==> src/rtl/shift_reg_ctrl.sv <==
// Parallel-to-serial sequencer feeding the serial shift register's data_in.
// Optional trailing even-parity bit: define SHIFT_REG_PARITY_EN.
module shift_reg_ctrl #(
    parameter int WIDTH     = 8,
    parameter bit MSB_FIRST = 1'b1,
    parameter int GAP       = 0
) (
    input  logic                         clk,
    input  logic                         rst,
    input  logic                         in_valid,
    output logic                         in_ready,
    input  logic [WIDTH-1:0]             in_data,
    input  logic                         flush,
    output logic                         shift_en,
    output logic                         data_out,
    output logic                         busy,
    output logic                         frame_start,
    output logic                         frame_done,
    output logic [$clog2(WIDTH+1)-1:0]   bit_cnt
);

    localparam int            CW       = $clog2(WIDTH + 1);
    localparam logic [CW-1:0] LAST_IDX = CW'(WIDTH - 1);
    localparam logic [7:0]    GAP_LAST = (GAP > 0) ? 8'(GAP - 1) : 8'd0;

    typedef enum logic [2:0] {
        IDLE  = 3'd0,
        SHIFT = 3'd1,
`ifdef SHIFT_REG_PARITY_EN
        PAR   = 3'd2,
`endif
        DONE  = 3'd3,
        GAPW  = 3'd4
    } state_t;

    state_t           state;
    logic [WIDTH-1:0] word;
    logic [7:0]       gap_cnt;

    // Bit idx of the frame, counted in transmission order.
    function automatic logic pick(input logic [WIDTH-1:0] w, input logic [CW-1:0] idx);
        logic [WIDTH-1:0] s;
        if (MSB_FIRST) begin
            s    = w << idx;
            pick = s[WIDTH-1];
        end else begin
            s    = w >> idx;
            pick = s[0];
        end
    endfunction

    always_ff @(posedge clk or negedge rst) begin
        if (!rst) begin
            state       <= IDLE;
            word        <= '0;
            gap_cnt     <= '0;
            in_ready    <= 1'b0;
            shift_en    <= 1'b0;
            data_out    <= 1'b0;
            busy        <= 1'b0;
            frame_start <= 1'b0;
            frame_done  <= 1'b0;
            bit_cnt     <= '0;
        end else begin
            frame_start <= 1'b0;
            frame_done  <= 1'b0;
            if (flush && state != IDLE) begin
                // Abort: in_ready comes back on the following edge from IDLE.
                state    <= IDLE;
                gap_cnt  <= '0;
                in_ready <= 1'b0;
                busy     <= 1'b0;
                shift_en <= 1'b0;
                data_out <= 1'b0;
                bit_cnt  <= '0;
            end else begin
                case (state)
                    IDLE: begin
                        if (in_valid && in_ready && !flush) begin
                            word        <= in_data;
                            state       <= SHIFT;
                            in_ready    <= 1'b0;
                            busy        <= 1'b1;
                            shift_en    <= 1'b1;
                            frame_start <= 1'b1;
                            bit_cnt     <= '0;
                            data_out    <= pick(in_data, '0);
                        end else begin
                            in_ready <= 1'b1;
                        end
                    end
                    SHIFT: begin
                        if (bit_cnt == LAST_IDX) begin
`ifdef SHIFT_REG_PARITY_EN
                            state    <= PAR;
                            bit_cnt  <= CW'(WIDTH);
                            data_out <= ^word;
`else
                            state      <= DONE;
                            shift_en   <= 1'b0;
                            data_out   <= 1'b0;
                            bit_cnt    <= '0;
                            frame_done <= 1'b1;
`endif
                        end else begin
                            bit_cnt  <= bit_cnt + 1'b1;
                            data_out <= pick(word, bit_cnt + 1'b1);
                        end
                    end
`ifdef SHIFT_REG_PARITY_EN
                    PAR: begin
                        state      <= DONE;
                        shift_en   <= 1'b0;
                        data_out   <= 1'b0;
                        bit_cnt    <= '0;
                        frame_done <= 1'b1;
                    end
`endif
                    DONE: begin
                        if (GAP > 0) begin
                            state   <= GAPW;
                            gap_cnt <= GAP_LAST;
                        end else begin
                            state    <= IDLE;
                            in_ready <= 1'b1;
                            busy     <= 1'b0;
                        end
                    end
                    GAPW: begin
                        if (gap_cnt == 8'd0) begin
                            state    <= IDLE;
                            in_ready <= 1'b1;
                            busy     <= 1'b0;
                        end else begin
                            gap_cnt <= gap_cnt - 8'd1;
                        end
                    end
                    default: begin
                        state    <= IDLE;
                        in_ready <= 1'b0;
                        busy     <= 1'b0;
                        shift_en <= 1'b0;
                        data_out <= 1'b0;
                        bit_cnt  <= '0;
                    end
                endcase
            end
        end
    end

endmodule

==> config.mk <==
export PLATFORM = sky130hd
export DESIGN_NAME = shift_reg_ctrl
export DESIGN_NICKNAME = d
export VERILOG_FILES = /design/src/rtl/shift_reg_ctrl.sv
export SDC_FILE = /design/constraint.sdc
export NUM_CORES = 1
export LEC_CHECK = 0
export ABC_CLOCK_PERIOD_IN_PS = 1700
export BUFFER_PORTS_ARGS = -buffer_cell sky130_fd_sc_hd__buf_2
export CORE_MARGIN = 1
export CORE_UTILIZATION = 40
export CTS_CLUSTER_SIZE = 16
export DETAILED_ROUTE_END_ITERATION = 8
export PLACE_DENSITY = 0.71
export SLEW_MARGIN = 0
export SYNTH_ARGS = -nofsm -noshare
export SYNTH_HDL_FRONTEND = slang
export SYNTH_SLANG_ARGS = --single-unit
export TNS_END_PERCENT = 30
==> constraint.sdc <==
create_clock -name clk -period 1.7 [get_ports clk]
set_input_delay 0.51 -clock clk [delete_from_list [all_inputs] [get_ports clk]]
set_output_delay 0.51 -clock clk [all_outputs]
set_load 0.02 [all_outputs]
==> results.toml <==
[sta]
period_needed_ns = 1.60
whs_ns = 0.120
fin_crit_sh_pct = 94.3
max_slew_margin_pct = 69.8
slew_violations = 0
tns_ns = 0
max_freq_mhz = 624
setup_viol = 0
hold_violations = 0
finClkSkew_ns = 0.00865
rsz0062_at_grt = "no"
fin_ws_ns = 0.0971
tightest_slew_ns = 0.452

[worst_setup_path]
path_max_fanout = 4
cp-end-kind = "flop"
critical_path_arrival_ns = 1.82
cp-start-kind = "flop"
crit_type = "flop to flop"
reg2reg_depth = 5
critPathRequiredTime_ns = 1.91

[logic_synthesis]
ys_types = 39
synth-seq-area-share_pct = 45.1
yosysWarnings = 0
ys_ff_latch = 20
syn-num-nets = 137
synthFlopType = "dfrtp_1"
avgSynthCellArea_um2 = 9.25
syn_area_um2 = 1110
async_flop_share_pct = 100
synth_edf_count = 0
synthCells = 120

[clock_tree]
cts_root_buf = "clkbuf_4"
hold_buffers = 0
path_clk_slew_ns = 0.12
numCtsBuffers = 3
clock_path_buffers = 2
cts_tree = "built"
htree_num_levels = 1
clock_latency_ns = 0.31
cts_num_sinks = 20

[drt]
wirelength_um = 2460
dr.pass1.iters = 6
drt_iter0_drc = 20
via_count = 961
final_antenna_net_count = 0
drc_errors = 0
viasPerCell = 5.43
wire_per_inst_um = 13.9

[final_layout]
area_growth_pct = 20.0
fillers = 263
final_nets = 165
mostFrequentLayoutCells = "nand2_1, buf_2, dfrtp_1, o21ai_0, nand3_1"
ff_latch_area_um2 = 500
multi_input_area_um2 = 588
drive_above_1_share_pct = 27.2
antenna_cells = 0
postLayoutCoreUtil_pct = 52.3
final_common_cell = "nand2_1"

[floorplanning]
die_y_um = 54.7
start_util_pct = 43.6
dieWidth_um = 54.7
die-area_um2 = 2990
io_pins = 22
core-area_um2 = 2540
row_count = 18

[grt]
grt-ovfl-total = 0
grt_usage_pct = 18.8
antenna_found_initial = 0
grt_pass1_wl_um = 3890
grt_pass1_vias = 885
grt_max_degree = 21

[power_and_ir_drop]
power_mw = 1.94
p_switching_uw = 776
power_frac_clock_pct = 14.8
seq_power_share_pct = 37.8
p_int_mw = 1.16
p_per_area_nw_per_um2 = 1460
pwr-share-comb_pct = 47.4
p_leak_nw = 0.680
ir_drop_mv = 1.08
p_sw_share_pct = 40.1

[placement]
port_buffers = 21
hpwl_um = 1750
gp_congestion = 0.840
place_ws_ns = 0.0865

[hold_path]
holdCritPathClass = "input pin to async pin"

[flow_run]
drv_cap = 0

[run_status]
outcome = "completed"
==> cells in the mapped netlist, types with 2 or more instances <==
cell / number / share of area, %
nand3b_1: 3 / 2.0
nand2b_1: 2 / 1.1
a21oi_1: 4 / 1.8
nand3_1: 7 / 3.2
mux2i_1: 2 / 1.8
nor2b_1: 2 / 1.1
ha_1: 5 / 5.6
inv_1: 5 / 1.7
o21ai_0: 8 / 3.6
dfrtp_1: 20 / 45
nand2_1: 32 / 11
nor2_1: 3 / 1.0
==> layout make-up <==
cell class              count  share of cell area (%)
multi-input cells          91                    44.2
flip-flops and latches     20                    37.6
repair buffers             26                    10.7
well taps                  30                    2.82
clock buffers               4                    2.73
inverters                   6                    1.97
==> final timing paths <==
kind | from | endpoint | slack, ns
worst max-delay path | bit_cnt[1] | data_out | 0.1
worst min-delay path | rst | bit_cnt[1] | 0.12
worst max register to register | bit_cnt[1] | data_out | 0.1
worst min register to register | word[4] | word[4] | 0.48
max in group asynchronous | rst | word[3] | 1.26
min in group clk | in_data[4] | word[4] | 0.38
==> state kept, by name, indices dropped and copies added, names as in the netlist <==
register and count:
busy 1, frame_start 1, data_out 1, in_ready 1, bit_cnt 4, word 8, frame_done 1, shift_en 1
state 2
==> routing by layer <==
| metal | share of wire (%) | global-route usage [%] | wire [um] | up-vias |
|---|---|---|---|---|
| met2 | 49 | 30.9 | 1200 | 28 |
| li1 | - | - | - | 473 |
| met1 | 46 | 22.2 | 1130 | 456 |
| met4 | 1.1 | 7.69 | 26 | 0 |
| met3 | 4.7 | 6.11 | 115 | 4 |
| met5 | 0 | 0 | 0 | - |
==> critical path, stage by stage (launching register included) <==
cell and delay [ns]:
dfrtp_1 0.42, ha_1 0.25, xor2_1 0.21, a2111oi_1 0.39
nand4b_1 0.17, o21ai_1 0.06
==> cell families (layout without fill, tap and decap cells) <==
kind of cell / Yosys count / count (layout) / share of synthesized area, %
simple gates: 58 / 58 / 27.1
mux: 3 / 3 / 3.16
xor+xnor: 1 / 1 / 0.789
compound gates: 24 / 24 / 14.4
fa+ha+maj: 5 / 5 / 5.64
buf+inv: 9 / 36 / 3.83
flops: 20 / 20 / 45.1
==> through the flow <==
stage | area [um^2] | instances
floorplan | 1110 | 120
global route | 1330 | 177
finish | 1330 | 177
global placement | 1260 | 172
detailed placement | 1260 | 172
CTS | 1300 | 176
==> power groups by stage <==
stage          logic, mW  registers (mW)  clock network [mW]
2_1_floorplan      0.572           0.778                   0
3_3_place_gp       0.828           0.734                   0
3_5_place_dp       0.859           0.743                   0
4_1_cts            0.864           0.733               0.296
5_1_grt             1.04           0.752               0.321
6_report           0.918           0.732               0.287
==> what timing repair did <==
item,in CTS,in global routing
gates resized for setup,0,7
buffers inserted,0,1
endpoints found under the setup margin,0,14
No activity file was read; power rests on OpenSTA's default activity.
